**config.mk**
```make
export PLATFORM = sky130hd
export DESIGN_NAME = shot_resolver_flat
export DESIGN_NICKNAME = d
export VERILOG_FILES = /design/src/rtl/shot_resolver_if.sv /design/src/rtl/shot_resolver.sv /design/src/flat_wrapper.sv
export SDC_FILE = /design/constraint.sdc
export NUM_CORES = 1
export LEC_CHECK = 0
export ABC_AREA = 1
export BUFFER_PORTS_ARGS = -buffer_cell sky130_fd_sc_hd__buf_2
export CAP_MARGIN = 0
export CORE_MARGIN = 2
export CORE_UTILIZATION = 50
export DETAILED_ROUTE_END_ITERATION = 10
export PLACE_DENSITY = 0.72
export SLEW_MARGIN = 20
export SYNTH_ARGS = -nofsm -noshare
export SYNTH_HDL_FRONTEND = slang
export SYNTH_SLANG_ARGS = --single-unit
```
**constraint.sdc**
```tcl
create_clock -name clk -period 5.85 [get_ports clk]
set_input_delay 1.4625 -clock clk [delete_from_list [all_inputs] [get_ports clk]]
set_output_delay 1.4625 -clock clk [all_outputs]
set_load 0.02 [all_outputs]
```
**src/rtl/shot_resolver_if.sv**
```systemverilog
// Cursor/button inputs and board/turn outputs shared between the resolver
// and the cursor controller, renderer and turn counter around it.
interface shot_resolver_if;
  logic         btn_c;
  logic [3:0]   sprite_row;
  logic [3:0]   sprite_col;
  logic [199:0] cell_status_flat;
  logic [4:0]   turns_left;
  logic         shot_pulse;
  logic         repeat_pulse;
  logic         game_won;
  logic         game_lost;

  modport master (
    output btn_c, sprite_row, sprite_col,
    input  cell_status_flat, turns_left, shot_pulse, repeat_pulse, game_won, game_lost
  );

  modport slave (
    input  btn_c, sprite_row, sprite_col,
    output cell_status_flat, turns_left, shot_pulse, repeat_pulse, game_won, game_lost
  );
endinterface

```
**src/rtl/shot_resolver.sv**
```systemverilog
// Battleship fire/turn engine: debounces the fire button, resolves each shot
// against a fixed ship map and tracks board status, remaining turns and win/lose.
module shot_resolver #(
  parameter int          DEBOUNCE_CYCLES = 1_000_000,
  parameter logic [4:0]  TURNS_INIT      = 5'd20,
  parameter logic [99:0] SHIP_MAP        = 100'h00C00003800000E000780001F,
  parameter logic [6:0]  HITS_TO_WIN     = 7'd17
) (
  input logic             clk,
  input logic             reset,
  shot_resolver_if.slave  bus
);

  localparam int CW = (DEBOUNCE_CYCLES > 1) ? $clog2(DEBOUNCE_CYCLES) : 1;
  localparam logic [CW-1:0] CNT_MAX = CW'(DEBOUNCE_CYCLES - 1);

  typedef enum logic [2:0] {IDLE, CHECK, WON, LOST, CLEAR} state_t;

  logic          sync0, sync1, stable;
  logic [CW-1:0] db_cnt;
  logic          fire_req;

  state_t        state;
  logic [3:0]    row_q, col_q;
  logic [199:0]  cells;
  logic [4:0]    turns;
  logic [6:0]    hits;
  logic          shot_pulse_q, repeat_pulse_q, won_q, lost_q;

  logic [6:0]    idx;
  logic [1:0]    cur_status;
  logic          is_ship;
  logic [6:0]    hits_next;
  logic [4:0]    turns_next;

  // The counter only runs while the synced level disagrees with the stable
  // level, so any bounce back to the stable level restarts the wait.
  always_ff @(posedge clk or negedge reset) begin
    if (!reset) begin
      sync0    <= 1'b0;
      sync1    <= 1'b0;
      stable   <= 1'b0;
      db_cnt   <= '0;
      fire_req <= 1'b0;
    end else begin
      sync0    <= bus.btn_c;
      sync1    <= sync0;
      fire_req <= 1'b0;
      if (sync1 != stable) begin
        if (db_cnt == CNT_MAX) begin
          stable   <= sync1;
          db_cnt   <= '0;
          fire_req <= sync1;
        end else begin
          db_cnt <= db_cnt + 1'b1;
        end
      end else begin
        db_cnt <= '0;
      end
    end
  end

  assign idx        = 7'(row_q) * 7'd10 + 7'(col_q);
  assign cur_status = cells[{idx, 1'b0} +: 2];
  assign is_ship    = SHIP_MAP[idx];
  assign hits_next  = hits + {6'd0, is_ship};
  assign turns_next = turns - 5'd1;

  always_ff @(posedge clk or negedge reset) begin
    if (!reset) begin
      state          <= IDLE;
      row_q          <= '0;
      col_q          <= '0;
      cells          <= '0;
      turns          <= TURNS_INIT;
      hits           <= '0;
      shot_pulse_q   <= 1'b0;
      repeat_pulse_q <= 1'b0;
      won_q          <= 1'b0;
      lost_q         <= 1'b0;
    end else begin
      shot_pulse_q   <= 1'b0;
      repeat_pulse_q <= 1'b0;
      case (state)
        IDLE: begin
          if (fire_req && bus.sprite_row < 4'd10 && bus.sprite_col < 4'd10) begin
            row_q <= bus.sprite_row;
            col_q <= bus.sprite_col;
            state <= CHECK;
          end
        end
        CHECK: begin
          if (cur_status != 2'b00) begin
            repeat_pulse_q <= 1'b1;
            state          <= IDLE;
          end else begin
            cells[{idx, 1'b0} +: 2] <= is_ship ? 2'b10 : 2'b01;
            turns        <= turns_next;
            hits         <= hits_next;
            shot_pulse_q <= 1'b1;
            // A win on the final turn takes priority over running out of turns.
            if (hits_next == HITS_TO_WIN) begin
              state <= WON;
              won_q <= 1'b1;
            end else if (turns_next == 5'd0) begin
              state  <= LOST;
              lost_q <= 1'b1;
            end else begin
              state <= IDLE;
            end
          end
        end
        WON, LOST: begin
          if (fire_req) state <= CLEAR;
        end
        CLEAR: begin
          cells  <= '0;
          turns  <= TURNS_INIT;
          hits   <= '0;
          won_q  <= 1'b0;
          lost_q <= 1'b0;
          state  <= IDLE;
        end
        default: state <= IDLE;
      endcase
    end
  end

  assign bus.cell_status_flat = cells;
  assign bus.turns_left       = turns;
  assign bus.shot_pulse       = shot_pulse_q;
  assign bus.repeat_pulse     = repeat_pulse_q;
  assign bus.game_won         = won_q;
  assign bus.game_lost        = lost_q;

endmodule

```
**src/flat_wrapper.sv**
```systemverilog
// flat-port wrapper written by rule: the top's interface ports become plain ports
module shot_resolver_flat 
#(
  parameter int          DEBOUNCE_CYCLES = 1_000_000,
  parameter logic [4:0]  TURNS_INIT      = 5'd20,
  parameter logic [99:0] SHIP_MAP        = 100'h00C00003800000E000780001F,
  parameter logic [6:0]  HITS_TO_WIN     = 7'd17
)
  (clk, reset, bus_btn_c, bus_sprite_row, bus_sprite_col, bus_cell_status_flat, bus_turns_left, bus_shot_pulse, bus_repeat_pulse, bus_game_won, bus_game_lost);
  shot_resolver_if bus_i ();
  input logic clk;
  input logic reset;
  input wire logic [$bits(bus_i.btn_c)-1:0] bus_btn_c;
  input wire logic [$bits(bus_i.sprite_row)-1:0] bus_sprite_row;
  input wire logic [$bits(bus_i.sprite_col)-1:0] bus_sprite_col;
  output wire logic [$bits(bus_i.cell_status_flat)-1:0] bus_cell_status_flat;
  output wire logic [$bits(bus_i.turns_left)-1:0] bus_turns_left;
  output wire logic [$bits(bus_i.shot_pulse)-1:0] bus_shot_pulse;
  output wire logic [$bits(bus_i.repeat_pulse)-1:0] bus_repeat_pulse;
  output wire logic [$bits(bus_i.game_won)-1:0] bus_game_won;
  output wire logic [$bits(bus_i.game_lost)-1:0] bus_game_lost;
  assign bus_i.btn_c = bus_btn_c;
  assign bus_i.sprite_row = bus_sprite_row;
  assign bus_i.sprite_col = bus_sprite_col;
  assign bus_cell_status_flat = bus_i.cell_status_flat;
  assign bus_turns_left = bus_i.turns_left;
  assign bus_shot_pulse = bus_i.shot_pulse;
  assign bus_repeat_pulse = bus_i.repeat_pulse;
  assign bus_game_won = bus_i.game_won;
  assign bus_game_lost = bus_i.game_lost;
  shot_resolver #(.DEBOUNCE_CYCLES(DEBOUNCE_CYCLES), .TURNS_INIT(TURNS_INIT), .SHIP_MAP(SHIP_MAP), .HITS_TO_WIN(HITS_TO_WIN)) u_core (.clk(clk), .reset(reset), .bus(bus_i));
endmodule
```
Word level (Yosys, flattened, before mapping)
Memories as Yosys holds them, arrays and structs flattened.
Index checks and enable logic that the tools add are counted.
{ "word_totals": {"reg_bits": 251, "latchBits": 0, "mem_bits_rw": 0, "rom_bits": 128, "input_bits": 11, "mem_count": 1} }
{ "classes": {"addsub": 5, "mul": 1, "div_mod_pow": 0, "magnitude_cmp": 3, "eq_ne": 13, "shift": 3, "mux": 30, "n_bitwise": 0, "n_reduce_logical": 13} }
{ "memory_table": {"columns": ["name", "words", "word_bits", "rd", "rd_clocked_by_memory_dff", "write_ports", "line", "rtl"], "rows": [
  ["(name not given)", 128, 1, 1, 0, 0, "shot_resolver.sv:65", "assign is_ship = SHIP_MAP[idx];"]
]} }
{ "op_table": {"columns": ["operator", "count"], "rows": [
  ["case mux 200 bit (2 select lines)", 1],
  ["bitwise mux 200 bit", 1],
  ["two-way mux 200 bit", 1],
  ["variable shift 2 x 10 -> 200 bit (first input constant)", 1],
  ["variable part select 2 x 10 -> 200 bit", 1],
  ["variable part select 200 x 9 -> 2 bit", 1],
  ["two-way mux 20 bit", 2],
  ["adder 20 x 1 -> 20 bit (second input constant)", 1],
  ["== test 20 bit (second input constant)", 1],
  ["case mux 7 bit (2 select lines)", 1],
  ["two-way mux 1 bit", 12],
  ["two-way mux 3 bit", 4],
  ["negation 8 -> 10 bit", 1],
  ["case mux 5 bit (2 select lines)", 1],
  ["case mux 3 bit (3 select lines)", 1],
  ["less-than comparator 4 bit (second input constant)", 2],
  ["less-than comparator 7 x 8 -> 1 bit (second input constant)", 1],
  ["inequality test 2 x 1 -> 1 bit (second input constant)", 4],
  ["AND reduction 2 bit", 4],
  ["adder 7 x 1 -> 7 bit", 1],
  ["adder 7 x 4 -> 7 bit", 1],
  ["== test 7 x 5 -> 1 bit (second input constant)", 1],
  ["two-way mux 7 bit", 1],
  ["== test 3 x 2 -> 1 bit (second input constant)", 2],
  ["16 further kinds", 21]
]} }

Logic depth before layout (Yosys ltp)
{ "depth": {"ltp_word": 9, "mapped_depth": 29, "mapped_depth_nobuf": 26} }

Worst setup path before layout
OpenSTA, ideal clock, no wires.
{ "synth_timing": {"kind": "register to register", "startpoint": "register u_core.row_q[1]", "endpoint": "register u_core.state[0]", "t_arrival_ns": 3.508, "t_required_ns": 5.785, "setup_slack_ns": 2.277, "path_stages_with_launch": 26, "path_buffers": 1, "cell_sequence": "dfrtp_1 ha_1 ha_1 inv_1 fa_1 inv_1 nand4_1 nand3b_1 nand2_1 nor2_1 nand2_1 nand2_1 buf_2 ha_1 ha_1 nand3_1 nor3_1 xor2_1 inv_1 nand3_1 nand2_1 inv_1 nand4_1 nand2_1 nand2_1 nand2_1"} }
{ "synth_between": {"elab_chain_len": 9, "elab_cells_between_ends": 11, "cone_classes": "2 x add/sub; 1 x mul; 1 x eq/ne; 1 x shift; 4 x mux; 1 x reduce/logical; 1 x memory"} }
{ "synth_rtl": {"columns": ["element", "line", "rtl"], "rows": [
  ["start: declaration", "shot_resolver.sv:24", "logic [3:0] row_q, col_q;"],
  ["start signal: assignment", "shot_resolver.sv:87", "row_q <= bus.sprite_row;"],
  ["multiplier 4 x 3 -> 6 bit *", "shot_resolver.sv:63", "assign idx = 7'(row_q) * 7'd10 + 7'(col_q);"],
  ["adder 7 x 4 -> 7 bit *", "shot_resolver.sv:63", null],
  ["memory (128 x 1 bit)", null, null],
  ["two-way mux 1 bit (implied by the code)", "shot_resolver.sv:65", null],
  ["adder 7 x 1 -> 7 bit", "shot_resolver.sv:66", "assign hits_next = hits + {6'd0, is_ship};"],
  ["== test 7 x 5 -> 1 bit", "shot_resolver.sv:102", "if (hits_next == HITS_TO_WIN) begin"],
  ["two-way mux 3 bit", "shot_resolver.sv:102", null],
  ["two-way mux 3 bit *", "shot_resolver.sv:93", "if (cur_status != 2'b00) begin"],
  ["case mux 3 bit (3 select lines) *", "shot_resolver.sv:84", "case (state)"],
  ["end signal: assignment", "shot_resolver.sv:95", "state <= IDLE;"],
  ["end signal: assignment", "shot_resolver.sv:103", "state <= WON;"],
  ["end signal: assignment", "shot_resolver.sv:106", "state <= LOST;"],
  ["end: declaration", "shot_resolver.sv:23", "state_t state;"]
]} }
Every way passes the cells marked *; elsewhere a longest branch is shown, timed or not. The select of a mux whose other input is x is not followed.
A chain may end at the register's enable or synchronous reset.

Final worst setup path
{ "layout_timing": {"startpoint": "register u_core.row_q[1]", "endpoint": "register u_core.cells[197], in the netlist u_core.bus.cell_status_flat[197]"} }
{ "layout_between": {"elab_chain_len": 9, "elab_cells_between_ends": 15, "cone_classes": "2 x add/sub; 1 x mul; 1 x eq/ne; 3 x shift; 5 x mux; 2 x reduce/logical; 1 x memory"} }
{ "layout_rtl": {"columns": ["element", "line", "rtl"], "rows": [
  ["multiplier 4 x 3 -> 6 bit *", "shot_resolver.sv:63", null],
  ["adder 7 x 4 -> 7 bit *", "shot_resolver.sv:63", null],
  ["memory (128 x 1 bit)", null, null],
  ["two-way mux 1 bit (implied by the code)", "shot_resolver.sv:65", null],
  ["two-way mux 2 bit", "shot_resolver.sv:97", "cells[{idx, 1'b0} +: 2] <= is_ship ? 2'b10 : 2'b01;"],
  ["variable part select 2 x 10 -> 200 bit", "shot_resolver.sv:97", null],
  ["bitwise mux 200 bit", "shot_resolver.sv:97", null],
  ["two-way mux 200 bit", "shot_resolver.sv:93", null],
  ["case mux 200 bit (2 select lines)", "shot_resolver.sv:84", null],
  ["end signal: indexed assignment", "shot_resolver.sv:97", null],
  ["end: declaration", "shot_resolver.sv:25", "logic [199:0] cells;"]
]} }
Marks and branches as above.

==> flow_metrics.env <==
export IMPL_status="finished, final reports clean"
export IMPL_wl_met2_um=23200
export IMPL_grt_use_total=0.335
export IMPL_synth_seq_cells=251
export IMPL_ys_warn_count=0
export IMPL_p_seq_frac=0.465
export IMPL_route_detailed_drc=0
export IMPL_cp_required_ps=6300
export IMPL_clkPwrFrac=0.522
export IMPL_cts_tree="built"
export IMPL_cp_buffers_inverters=5
export IMPL_syn_area_um2=14500
export IMPL_grt_max_degree=133
export IMPL_root_buffer="clkbuf_16"
export IMPL_max_slew_worst_pin_slew_ps=1040
export IMPL_dpl_hpwl_um=36700
export IMPL_critical_path_top_delay_family="buffers and inverters"
export IMPL_synth_area_per_cell_um2=6.93
export IMPL_worstSetupEndpointType="flop"
export IMPL_cts_made_buffers=29
export IMPL_areaGrowthSynthToFinish_pct=16.5
export IMPL_layout_min_cycle_time_ps=4750
export IMPL_synth_cell_types=43
export IMPL_viasPerCell=5.76
export IMPL_routed_top_layer="met5"
export IMPL_swShare=0.213
export IMPL_setup_viol=0
export IMPL_slew_violations=0
export IMPL_hold_class="reg2reg"
export IMPL_io_buffers=219
export IMPL_path_cells="ha_1 > ha_1 > inv_1 > fa_1 > inv_1 > nand4_1 > nand3b_1 > nand2_1 > nand2_1 > nand2_2 > buf_4 > clkinv_1 > buf_12 > nor3_2 > nand4_1 > and3_1"
export IMPL_drt_total_wl_um=51700
export IMPL_ant_nets=0
export IMPL_fin_cells=2669
export IMPL_crit_fanout=54
export IMPL_power_switching_w=0.000796
export IMPL_cts_hold_buffers_added=0
export IMPL_mostFrequentLayoutCells="nand2_1 (763), nor2_1 (252), dfrtp_1 (249), buf_2 (218), nand3_1 (192)"
export IMPL_cap_violations=0
export IMPL_grt_pass1_vias=14400
export IMPL_p_comb_frac=0.013
export IMPL_p_per_area_nw_per_um2=222
export IMPL_clk_latency_ps=560
export IMPL_cts_htree_levels=1
export IMPL_routedWlPerCell_um=19.4
export IMPL_fin_worst_skew_ps=14.3
export IMPL_wl_met1_um=20600
export IMPL_numPlacedInstances=2615
export IMPL_nets=2294
export IMPL_syn_nets=2120
export IMPL_grt_first_pass_wirelength_um=80000
export IMPL_fmax_ghz=0.211
export IMPL_overflow=0
export IMPL_ys_seq_area_frac=0.434
export IMPL_finalCritPeriodShare=0.812
export IMPL_ios=220
export IMPL_power_leakage_nw=9.62
export IMPL_rsz0062_at_grt="false"
export IMPL_slowest_stage="buf_4"
export IMPL_cts_repair_resized=0
export IMPL_maxSlewHeadroom=0.304
export IMPL_fin_tns_setup_ps=0
export IMPL_p_int_w=0.00294
export IMPL_vdd_ir_drop_max_v=0.000204
export IMPL_place_gp_congestion=1.00
export IMPL_std_cell_rows=62
export IMPL_async_flop_share=1.00
export IMPL_crit_path_start_kind="flop"
export IMPL_ys_flop_type="dfrtp_1"
export IMPL_antenna_found_initial=2
export IMPL_fp_dieArea_um2=30300
export IMPL_die_h_um=174
export IMPL_syn_inst=2088
export IMPL_core_area_um2=28600
export IMPL_initial_core_util=0.506
export IMPL_layout_commonest_cell="nand2_1"
export IMPL_postCtsSetupBuffers=0
export IMPL_worstSetupPathType="reg2reg"
export IMPL_drt_iter0_markers=1941
export IMPL_cts_sinks=251
export IMPL_via_count=15400
export IMPL_wl_met3_um=5650
export IMPL_die_w_um=174
export IMPL_drive_gt1_frac=0.142
export IMPL_dr_pass1_iters=8
export IMPL_hold_violations=0
export IMPL_clockBufferDepth=3
export IMPL_critPathMaxStageDelay_ps=590
export IMPL_critPathArrivalTime_ps=5200
export IMPL_cts_clk_slew_worst_paths_ps=60
export IMPL_synth_edf_count=0
[worst register-to-register path, cell delays in order, from the launching register on]
cell	delay [ps]
dfrtp_1	450
ha_1	320
ha_1	130
inv_1	50
fa_1	520
inv_1	80
nand4_1	100
nand3b_1	80
nand2_1	270
nand2_1	320
nand2_2	160
buf_4	590
clkinv_1	590
buf_12	340
nor3_2	220
nand4_1	200
and3_1	210
[registers in the layout (all words and copies together) (netlist names)]
signal and flops:
u_core.bus.cell_status_flat 200, u_core.db_cnt 20, u_core.hits 7, u_core.bus.turns_left 5, u_core.col_q 4, u_core.row_q 4, u_core.state 3, u_core.bus.game_lost 1
u_core.bus.game_won 1, u_core.bus.repeat_pulse 1, u_core.bus.shot_pulse 1, u_core.fire_req 1, u_core.stable 1, u_core.sync0 1, u_core.sync1 1
[cells in the mapped netlist (6+ instances only)]
cell      count  area share
nand2_1     764        0.20
nand3b_1     21       0.011
a21boi_0     10      0.0052
buf_4         9      0.0047
a21oi_1      43       0.015
xnor2_1       6      0.0036
a21boi_1      6      0.0031
nand3_1     192       0.066
nand4_1      54       0.023
ha_1         19       0.016
nor2_1      253       0.066
clkbuf_1     46       0.012
buf_2        34       0.012
o21ai_1       8      0.0028
xor2_1       10      0.0060
buf_1        13      0.0034
inv_1       155       0.040
dfrtp_1     249        0.43
o21ai_0      98       0.034
nor3_1       44       0.015
[per-stage QoR]
step / power [W] / setup WS (ps) / hold WS, ps / util / area (um2)
floorplan: 0.00178 / 2280 / 331 / - / 14500
global placement: 0.00182 / 1240 / 333 / 0.553 / 15800
detailed placement: 0.00182 / 1250 / 345 / 0.553 / 15800
CTS: 0.00375 / 1260 / 358 / 0.589 / 16900
global route: 0.00383 / 860 / 371 / 0.589 / 16900
finish: 0.00374 / 1100 / 356 / 0.589 / 16900
[power groups by stage]
stage / Clock, W / Sequential (W) / Combinational (W)
after floorplan: 0 / 0.00177 / 0.00000614
after global placement: 0 / 0.00177 / 0.0000489
after detailed placement: 0 / 0.00177 / 0.0000497
after CTS: 0.00196 / 0.00174 / 0.0000498
after global routing: 0.00204 / 0.00174 / 0.0000556
final: 0.00195 / 0.00174 / 0.0000474
[final cells by class]
class                           instances  area, um2
Antenna cell                            1       2.50
Clock buffer                           43        868
Clock inverter                         10        163
Fill cell                            2721      11800
Inverter                              163        617
Multi-Input combinational cell       1570       7110
Sequential cell                       251       6280
Tap cell                              384        480
Timing Repair Buffer                  247       1340
[layer usage]
layer	vias to the layer above	global-route usage
met5	-	0
met4	2	0.140
met3	164	0.0663
met2	929	0.528
met1	7250	0.454
li1	7033	-
[cells by family (layout without fill, tap and decap cells)]
logic type                 Yosys count  after routing  share of synthesized area
AOI/OAI and AO/OA                  177            177                     0.0661
xor gates and xnor gates            16             16                    0.00968
adders and majority gates           21             21                     0.0192
buffers and inverters              267            463                     0.0757
DFF                                251            251                      0.434
muxes                                5              5                    0.00389
other                                0              1                          0
and+or+nand+nor                   1351           1351                      0.391
[final timing paths]
path                            startpoint                          endpoint  slack (ps)  cells past startpoint
setup / recovery           u_core.row_q[1]  u_core.bus.cell_status_flat[197]        1100                     16
hold / removal                u_core.sync0                      u_core.sync1         360                      0
setup reg to reg           u_core.row_q[1]  u_core.bus.cell_status_flat[197]        1100                     16
hold reg to reg               u_core.sync0                      u_core.sync1         360                      0
max in group asynchronous            reset  u_core.bus.cell_status_flat[180]        3790                      2
min in group asynchronous            reset  u_core.bus.cell_status_flat[168]         820                      1
(Power assumes the default switching activity.)
